--- src/rtl/bp_pkg.sv ---
// bp_pkg: shared definitions for the delta multiply-accumulate block.
// Holds the default fixed-point format, the fixed-point value 1.0, the
// FSM state encoding and a width helper used for counter/index sizing.
package bp_pkg;

  localparam int BP_WIDTH = 32;
  localparam int BP_FRAC  = 24;

  // 1.0 in the default fixed-point format
  localparam logic [BP_WIDTH-1:0] BP_ONE = BP_WIDTH'(1) << BP_FRAC;

  typedef enum logic [1:0] {
    ST_IDLE  = 2'd0,
    ST_RUN   = 2'd1,
    ST_DRAIN = 2'd2,
    ST_DONE  = 2'd3
  } bp_state_e;

  // Bit width able to index n items; never returns 0 so one-entry
  // configurations still get a legal vector.
  function automatic int bp_clog2(input int n);
    return (n <= 1) ? 1 : $clog2(n);
  endfunction

endpackage

--- src/rtl/bp_delta_mac_if.sv ---
// bp_delta_mac_if: operand/result handshake bundle of bp_delta_mac.
//   master: drives i_start, i_valid, i_dgate, i_weight, i_ready;
//           observes o_ready, o_valid, o_sum, o_idx, o_busy, o_done.
//   slave : the accumulator block itself (opposite directions).
interface bp_delta_mac_if
  import bp_pkg::*;
#(
  parameter int WIDTH   = BP_WIDTH,
  parameter int NUM_OUT = 53
);

  localparam int IDX_W = bp_clog2(NUM_OUT);

  logic                    i_start;
  logic                    i_valid;
  logic signed [WIDTH-1:0] i_dgate;
  logic signed [WIDTH-1:0] i_weight;
  logic                    o_ready;
  logic                    o_valid;
  logic                    i_ready;
  logic signed [WIDTH-1:0] o_sum;
  logic [IDX_W-1:0]        o_idx;
  logic                    o_busy;
  logic                    o_done;

  modport master (
    output i_start, i_valid, i_dgate, i_weight, i_ready,
    input  o_ready, o_valid, o_sum, o_idx, o_busy, o_done
  );

  modport slave (
    input  i_start, i_valid, i_dgate, i_weight, i_ready,
    output o_ready, o_valid, o_sum, o_idx, o_busy, o_done
  );

endinterface

--- src/rtl/fxp_mult.sv ---
// fxp_mult: registered signed fixed-point multiply.
// The full 2*WIDTH product is arithmetic-shifted right by FRAC (rounds
// toward minus infinity) and the low OUT_W bits are registered when i_en
// is high; otherwise the register holds.
//   clk, rst : clock, asynchronous active-high reset
//   i_en     : load a new product
//   i_a, i_b : signed operands, FRAC fractional bits each
//   o_p      : registered product, FRAC fractional bits
// OUT_W must not exceed 2*WIDTH.
module fxp_mult #(
  parameter int WIDTH = 32,
  parameter int FRAC  = 24,
  parameter int OUT_W = 40
) (
  input  logic                    clk,
  input  logic                    rst,
  input  logic                    i_en,
  input  logic signed [WIDTH-1:0] i_a,
  input  logic signed [WIDTH-1:0] i_b,
  output logic signed [OUT_W-1:0] o_p
);

  logic signed [2*WIDTH-1:0] full_prod;
  logic signed [OUT_W-1:0]   p_d, p_q;

  always_comb begin
    full_prod = i_a * i_b;
    p_d       = p_q;
    if (i_en) p_d = OUT_W'(full_prod >>> FRAC);
  end

  always_ff @(posedge clk or posedge rst) begin
    if (rst) p_q <= '0;
    else     p_q <= p_d;
  end

  assign o_p = p_q;

endmodule

--- src/rtl/bp_delta_mac.sv ---
// bp_delta_mac: back-propagation delta multiply-accumulate.
// Streams NUM_OUT groups of NUM_CELL*NUM_GATE (dgate, weight) pairs and
// returns one fixed-point sum per group, tagged with its index.
//   clk, rst : clock, asynchronous active-high reset
//   bus      : bp_delta_mac_if.slave (start pulse, operand handshake,
//              result handshake, busy and done status)
// Macro BP_DELTA_MAC_SAT_EN: when defined, an accumulator value outside the
// WIDTH range clamps to the signed max/min on o_sum; otherwise o_sum is the
// low WIDTH bits of the accumulator.
// Pipeline: pair -> product register -> accumulator -> output register.
// A held output stalls every stage together, so nothing in flight is lost.
module bp_delta_mac
  import bp_pkg::*;
#(
  parameter int WIDTH    = BP_WIDTH,
  parameter int FRAC     = BP_FRAC,
  parameter int NUM_CELL = 8,
  parameter int NUM_GATE = 4,
  parameter int NUM_OUT  = 53,
  parameter int GUARD    = 8
) (
  input logic           clk,
  input logic           rst,
  bp_delta_mac_if.slave bus
);

  localparam int ACC_W  = WIDTH + GUARD;
  localparam int PPO    = NUM_CELL * NUM_GATE;
  localparam int PAIR_W = bp_clog2(PPO);
  localparam int IDX_W  = bp_clog2(NUM_OUT);

  bp_state_e state_q, state_d;

  logic [PAIR_W-1:0]       pair_q, pair_d;
  logic [IDX_W-1:0]        out_q, out_d;
  logic                    s1_valid_q, s1_valid_d;
  logic                    s1_first_q, s1_first_d;
  logic                    s1_last_q, s1_last_d;
  logic [IDX_W-1:0]        s1_idx_q, s1_idx_d;
  logic signed [ACC_W-1:0] acc_q, acc_d;
  logic                    acc_done_q, acc_done_d;
  logic [IDX_W-1:0]        acc_idx_q, acc_idx_d;
  logic                    o_valid_q, o_valid_d;
  logic signed [WIDTH-1:0] o_sum_q, o_sum_d;
  logic [IDX_W-1:0]        o_idx_q, o_idx_d;

  logic                    run, busy, done;
  logic                    stall, take, last_pair, last_out, final_accept;
  logic signed [ACC_W-1:0] prod;
  logic signed [WIDTH-1:0] sum_out;

  // Output register full and not drained: freeze the whole pipeline.
  always_comb begin
    stall        = o_valid_q && !bus.i_ready;
    take         = run && bus.i_valid && !stall;
    last_pair    = (pair_q == PAIR_W'(PPO - 1));
    last_out     = (out_q == IDX_W'(NUM_OUT - 1));
    final_accept = o_valid_q && bus.i_ready && (o_idx_q == IDX_W'(NUM_OUT - 1));
  end

  fxp_mult #(
    .WIDTH (WIDTH),
    .FRAC  (FRAC),
    .OUT_W (ACC_W)
  ) u_mult (
    .clk  (clk),
    .rst  (rst),
    .i_en (take),
    .i_a  (bus.i_dgate),
    .i_b  (bus.i_weight),
    .o_p  (prod)
  );

  // Accumulator to output width: wrap by default, clamp when enabled.
  always_comb begin
    sum_out = acc_q[WIDTH-1:0];
`ifdef BP_DELTA_MAC_SAT_EN
    if (acc_q[ACC_W-1:WIDTH-1] != {(GUARD + 1){acc_q[ACC_W-1]}})
      sum_out = acc_q[ACC_W-1] ? {1'b1, {(WIDTH - 1){1'b0}}}
                               : {1'b0, {(WIDTH - 1){1'b1}}};
`endif
  end

  always_comb begin
    state_d = state_q;
    case (state_q)
      ST_IDLE:  if (bus.i_start) state_d = ST_RUN;
      ST_RUN:   if (take && last_pair && last_out) state_d = ST_DRAIN;
      ST_DRAIN: if (final_accept) state_d = ST_DONE;
      ST_DONE:  state_d = ST_IDLE;
      default:  state_d = ST_IDLE;
    endcase
  end

  always_comb begin
    run  = (state_q == ST_RUN);
    busy = (state_q == ST_RUN) || (state_q == ST_DRAIN);
    done = (state_q == ST_DONE);
  end

  // Counters advance per transferred pair; the stages advance unless stalled.
  // A product tagged "first" reloads the accumulator, and a product tagged
  // "last" marks the accumulator as holding a finished sum for one cycle.
  always_comb begin
    pair_d     = pair_q;
    out_d      = out_q;
    s1_valid_d = s1_valid_q;
    s1_first_d = s1_first_q;
    s1_last_d  = s1_last_q;
    s1_idx_d   = s1_idx_q;
    acc_d      = acc_q;
    acc_done_d = acc_done_q;
    acc_idx_d  = acc_idx_q;
    o_valid_d  = o_valid_q;
    o_sum_d    = o_sum_q;
    o_idx_d    = o_idx_q;
    if (take) begin
      pair_d = last_pair ? '0 : pair_q + 1'b1;
      if (last_pair) out_d = last_out ? '0 : out_q + 1'b1;
    end
    if (!stall) begin
      s1_valid_d = take;
      s1_first_d = (pair_q == '0);
      s1_last_d  = last_pair;
      s1_idx_d   = out_q;
      acc_done_d = 1'b0;
      if (s1_valid_q) begin
        acc_d      = s1_first_q ? prod : acc_q + prod;
        acc_done_d = s1_last_q;
        acc_idx_d  = s1_idx_q;
      end
      o_valid_d = acc_done_q;
      if (acc_done_q) begin
        o_sum_d = sum_out;
        o_idx_d = acc_idx_q;
      end
    end
  end

  always_ff @(posedge clk or posedge rst) begin
    if (rst) begin
      state_q    <= ST_IDLE;
      pair_q     <= '0;
      out_q      <= '0;
      s1_valid_q <= 1'b0;
      s1_first_q <= 1'b0;
      s1_last_q  <= 1'b0;
      s1_idx_q   <= '0;
      acc_q      <= '0;
      acc_done_q <= 1'b0;
      acc_idx_q  <= '0;
      o_valid_q  <= 1'b0;
      o_sum_q    <= '0;
      o_idx_q    <= '0;
    end else begin
      state_q    <= state_d;
      pair_q     <= pair_d;
      out_q      <= out_d;
      s1_valid_q <= s1_valid_d;
      s1_first_q <= s1_first_d;
      s1_last_q  <= s1_last_d;
      s1_idx_q   <= s1_idx_d;
      acc_q      <= acc_d;
      acc_done_q <= acc_done_d;
      acc_idx_q  <= acc_idx_d;
      o_valid_q  <= o_valid_d;
      o_sum_q    <= o_sum_d;
      o_idx_q    <= o_idx_d;
    end
  end

  assign bus.o_ready = run && !stall;
  assign bus.o_valid = o_valid_q;
  assign bus.o_sum   = o_sum_q;
  assign bus.o_idx   = o_idx_q;
  assign bus.o_busy  = busy;
  assign bus.o_done  = done;

endmodule

--- src/flat_wrapper.sv ---
// flat-port wrapper written by rule: the top's interface ports become plain ports
module bp_delta_mac_flat import bp_pkg::*;
#(
  parameter int WIDTH    = BP_WIDTH,
  parameter int FRAC     = BP_FRAC,
  parameter int NUM_CELL = 8,
  parameter int NUM_GATE = 4,
  parameter int NUM_OUT  = 53,
  parameter int GUARD    = 8
)
  (clk, rst, bus_i_start, bus_i_valid, bus_i_dgate, bus_i_weight, bus_i_ready, bus_o_ready, bus_o_valid, bus_o_sum, bus_o_idx, bus_o_busy, bus_o_done);
  bp_delta_mac_if #(.WIDTH(WIDTH), .NUM_OUT(NUM_OUT)) bus_i ();
  input logic clk;
  input logic rst;
  input wire logic [$bits(bus_i.i_start)-1:0] bus_i_start;
  input wire logic [$bits(bus_i.i_valid)-1:0] bus_i_valid;
  input wire logic [$bits(bus_i.i_dgate)-1:0] bus_i_dgate;
  input wire logic [$bits(bus_i.i_weight)-1:0] bus_i_weight;
  input wire logic [$bits(bus_i.i_ready)-1:0] bus_i_ready;
  output wire logic [$bits(bus_i.o_ready)-1:0] bus_o_ready;
  output wire logic [$bits(bus_i.o_valid)-1:0] bus_o_valid;
  output wire logic [$bits(bus_i.o_sum)-1:0] bus_o_sum;
  output wire logic [$bits(bus_i.o_idx)-1:0] bus_o_idx;
  output wire logic [$bits(bus_i.o_busy)-1:0] bus_o_busy;
  output wire logic [$bits(bus_i.o_done)-1:0] bus_o_done;
  assign bus_i.i_start = bus_i_start;
  assign bus_i.i_valid = bus_i_valid;
  assign bus_i.i_dgate = bus_i_dgate;
  assign bus_i.i_weight = bus_i_weight;
  assign bus_i.i_ready = bus_i_ready;
  assign bus_o_ready = bus_i.o_ready;
  assign bus_o_valid = bus_i.o_valid;
  assign bus_o_sum = bus_i.o_sum;
  assign bus_o_idx = bus_i.o_idx;
  assign bus_o_busy = bus_i.o_busy;
  assign bus_o_done = bus_i.o_done;
  bp_delta_mac #(.WIDTH(WIDTH), .FRAC(FRAC), .NUM_CELL(NUM_CELL), .NUM_GATE(NUM_GATE), .NUM_OUT(NUM_OUT), .GUARD(GUARD)) u_core (.clk(clk), .rst(rst), .bus(bus_i));
endmodule
--- config.mk ---
export PLATFORM = sky130hd
export DESIGN_NAME = bp_delta_mac_flat
export DESIGN_NICKNAME = d
export VERILOG_FILES = /design/src/rtl/bp_pkg.sv /design/src/rtl/bp_delta_mac_if.sv /design/src/rtl/fxp_mult.sv /design/src/rtl/bp_delta_mac.sv /design/src/flat_wrapper.sv
export SDC_FILE = /design/constraint.sdc
export NUM_CORES = 2
export LEC_CHECK = 0
export CAP_MARGIN = 20
export CORE_MARGIN = 5
export CORE_UTILIZATION = 60
export DETAILED_ROUTE_END_ITERATION = 12
export DONT_BUFFER_PORTS = 1
export MAX_ROUTING_LAYER = met4
export PLACE_DENSITY = 0.86
export SLEW_MARGIN = 20
export SYNTH_ARGS = -nofsm -noshare
export SYNTH_HDL_FRONTEND = slang
export SYNTH_SLANG_ARGS = --single-unit
--- constraint.sdc ---
create_clock -name clk -period 7.7 [get_ports clk]
set_clock_uncertainty 0.05 [all_clocks]
set_input_delay 1.925 -clock clk [delete_from_list [all_inputs] [get_ports clk]]
set_output_delay 1.925 -clock clk [all_outputs]
set_load 0.005 [all_outputs]
==> impl_metrics.csv <==
group,metric,value,unit
timing,layout_min_cycle_time,8837,ps
critical_path,cp.required,7930,ps
final_layout,antennaDiodeCount,0,
critical_path,r2r_cells,14,
outcome,status,"complete, but fails checks",
grt,grt_max_degree,72,
final_layout,stdcell_count,5068,
floorplan,die_w,266.2,microns
floorplan,start_util,60.21,%
detailed_routing,drc,0,
yosys,async_flop_share,100.0,%
placed_design,routabilityCongestion,0.9860,
final_layout,drive_gt1_share,9.039,%
detailed_routing,routed_wirelength,102000,microns
placed_design,place_ws,-1592,ps
clocking,holdBufCountCts,0,
timing,relSlewSlack,40.57,%
timing,rsz0062_at_grt,"yes",
critical_path,critPathCaptureType,"register",
yosys,syn-cell-area,39380,sq um
clocking,cts.sink_count,132,
grt,gr-total-overflow,0,
timing,setup_ws,-1137,ps
detailed_routing,dr_total_vias,29100,
yosys,syn-num-nets,5493,
critical_path,arrival,9070,ps
timing,fin_crit_sh,114.8,%
grt,grt.total_usage,30.66,%
critical_path,r2r_start,"u_core.u_mult.o_p[0]",
critical_path,r2r-end,"u_core.acc_q[30]",
run,drv_cap,0,
timing,slew_violations,0,
detailed_routing,vias_per_cell,5.742,
clocking,cts_tree,"built",
yosys,ys_types,58,
timing,setup_viol,32,
clocking,cts_buffers,17,
floorplan,die_h,266.2,microns
placed_design,portBuffers,0,
timing,hold_viol,0,
clocking,h-tree-depth,4,
yosys,synth_edf_count,0,
yosys,synthCells,4230,
floorplan,ios,111,
yosys,synth_warnings,0,
detailed_routing,routedWlPerCell,20.14,microns
grt,grt_pass1_wl,168400,microns
placed_design,dp.cells,5017,
clocking,clk_pin_slew,60,ps
critical_path,crit_type,"input port to register",
critical_path,r2r_setup_slack,4120,ps
final_layout,fin_nets,5454,
critical_path,start_kind,"input port",
critical_path,cp-endpoint,"u_core.u_mult.o_p[25]",
placed_design,dp_hpwl,81590,microns
grt,antenna_found_initial,0,
final_layout,syn_to_final_growth,7.248,%
yosys,synthFlopType,"dfrtp_1",
clocking,insertion_delay,430,ps
outcome,violations,"negative setup slack",
final_layout,final_core_util,64.58,%
critical_path,startpoint,"bus_i_weight[2]",
hold_path,hp-class,"register to register",
timing,max_slew.worst_pin.slew,891.4,ps
floorplan,die_area,70850,sq um
critical_path,path_max_fanout,32,
detailed_routing,drtPass1Iterations,5,
floorplan,core-area,65390,sq um
floorplan,row_count,94,
grt,grt_pass1_vias,32260,
yosys,avgSynthCellArea,9.309,sq um
clocking,root_buffer,"clkbuf_16",
timing,timing.fmax,113.2,MHz
clocking,clk_path_buf_depth,2,
timing,fin_setup_tns,-15810,ps
detailed_routing,ant_nets,0,
yosys,yosysSeqAreaShare,8.389,%
yosys,ys_seq_elements,132,
detailed_routing,first_iter_violations,2535,
-- through the flow --
| step | hold slack (ps) | area (sq um) |
|---|---|---|
| 4_1_cts | 418.5 | 42000 |
| 5_1_grt | 445.5 | 42230 |
| 3_5_place_dp | 408.9 | 40970 |
| 3_3_place_gp | 399.0 | 40970 |
| 6_report | 410.8 | 42230 |
| 2_1_floorplan | 384.8 | 39940 |
-- cell type report --
class                      count  area, sq um
clock inverter                15        229.0
multi-input combinational   2924        32320
clock buffer                  17        425.4
inverter                     951         3577
sequential                   132         3304
timing repair buffer         165         1292
fill                        4927        23160
tap                          864         1081
-- critical path, cell delays in order --
cell and delay, ps:
and2_4 150, fa_1 530, inv_1 50, fa_1 470, inv_1 50, fa_1 500
inv_1 60, fa_1 550, fa_1 420, fa_1 510, fa_1 440, fa_1 520
inv_2 50, ha_4 260, nand4_1 170, or2_1 290, or4_4 450, a21oi_4 170
o211ai_1 210, a311o_1 470, a211oi_2 320, or2_4 200, a21oi_2 50, xor2_1 140
o21ai_1 70
-- how the worst min path moves through the flow --
stage | from | end | cells past startpoint
after floorplan | u_core.s1_idx_q[0] | u_core.acc_idx_q[0] | 2
after global placement | u_core.acc_done_q | u_core.bus.o_valid | 2
after detailed placement | u_core.s1_idx_q[5] | u_core.acc_idx_q[5] | 2
after CTS | u_core.s1_idx_q[3] | u_core.acc_idx_q[3] | 2
after global routing | u_core.s1_idx_q[0] | u_core.acc_idx_q[0] | 2
final | u_core.s1_idx_q[0] | u_core.acc_idx_q[0] | 2
-- synthesized netlist by cell type (7+ instances only) --
master    number  share of area [%]
nand3_1       29               0.37
xor2_1        29               0.65
a31oi_1        7               0.11
dfrtp_1      132                8.4
nor2b_1       21               0.33
o21a_1        11               0.21
nor2_1        49               0.47
mux2_2        45                1.3
a21oi_1       91                1.2
nand2b_1      20               0.32
nand4_1        8               0.13
a211oi_1       7               0.13
o21ai_0       98                1.2
ha_1         211                6.7
a21o_1        35               0.67
and3_1        14               0.22
nor3_1         8               0.10
clkbuf_1     219                2.1
fa_1         983                 50
o21bai_1      14               0.27
nand2_1      693                6.6
xnor2_1       56                1.2
inv_1        951                9.1
and2_1       420                6.7
-- sequential cells by signal, summed over array words and instances, names as in the netlist, 2 cells and up --
signal / cells
u_core.acc_q: 32
u_core.bus.o_sum: 32
u_core.u_mult.o_p: 32
u_core.acc_idx_q: 6
u_core.bus.o_idx: 6
u_core.out_q: 6
u_core.s1_idx_q: 6
u_core.pair_q: 5
u_core.state_q: 2
-- cell families (layout without fill, tap and decap cells) --
group | Yosys count | count (layout) | synth area share, %
muxes | 50 | 50 | 1.414
adders and majority gates | 1194 | 1194 | 56.68
DFF | 132 | 132 | 8.389
AOI/OAI and AO/OA | 308 | 308 | 4.770
xor gates and xnor gates | 85 | 85 | 1.891
buffers and inverters | 1174 | 1148 | 11.19
and+or+nand+nor | 1287 | 1287 | 15.66
-- layout by cell type (no fill, tap or decap), types with 8 or more instances in the layout --
cell type	count
nand2_1	682
nor2b_1	21
fa_2	19
and3_1	13
nand2_2	9
dfrtp_1	131
inv_1	925
xnor2_1	51
and2_4	11
fa_1	964
xor2_1	29
o21bai_1	14
ha_1	196
clkbuf_16	17
inv_2	23
mux2_2	45
buf_4	153
nor2_1	49
a21oi_2	14
o21ai_0	75
nand3_1	28
nand2b_1	19
buf_6	11
a21o_1	35
o21a_1	11
and2_1	409
a21oi_1	74
ha_4	15
nor3_1	8
nand4_1	8
o21ai_1	24
-- metal layers --
metal  GRT usage (%)  routed length (microns)  up-vias
met1           37.08                    36210    14860
met2           50.65                    51370     1548
li1                -                        -    12250
met5               -                        0        -
met4           14.36                     5909        0
met3           5.421                     8553      447
-- timing repair --
item | CTS | global route
pin swaps | 80 | 70
buffers inserted | 14 | 10
setup endpoints to repair | 32 | 32
gates resized for setup | 66 | 45
Power is left out: the tool's default activity adds up to more than one toggle a clock period on the data nets, which glitch-free logic cannot reach.
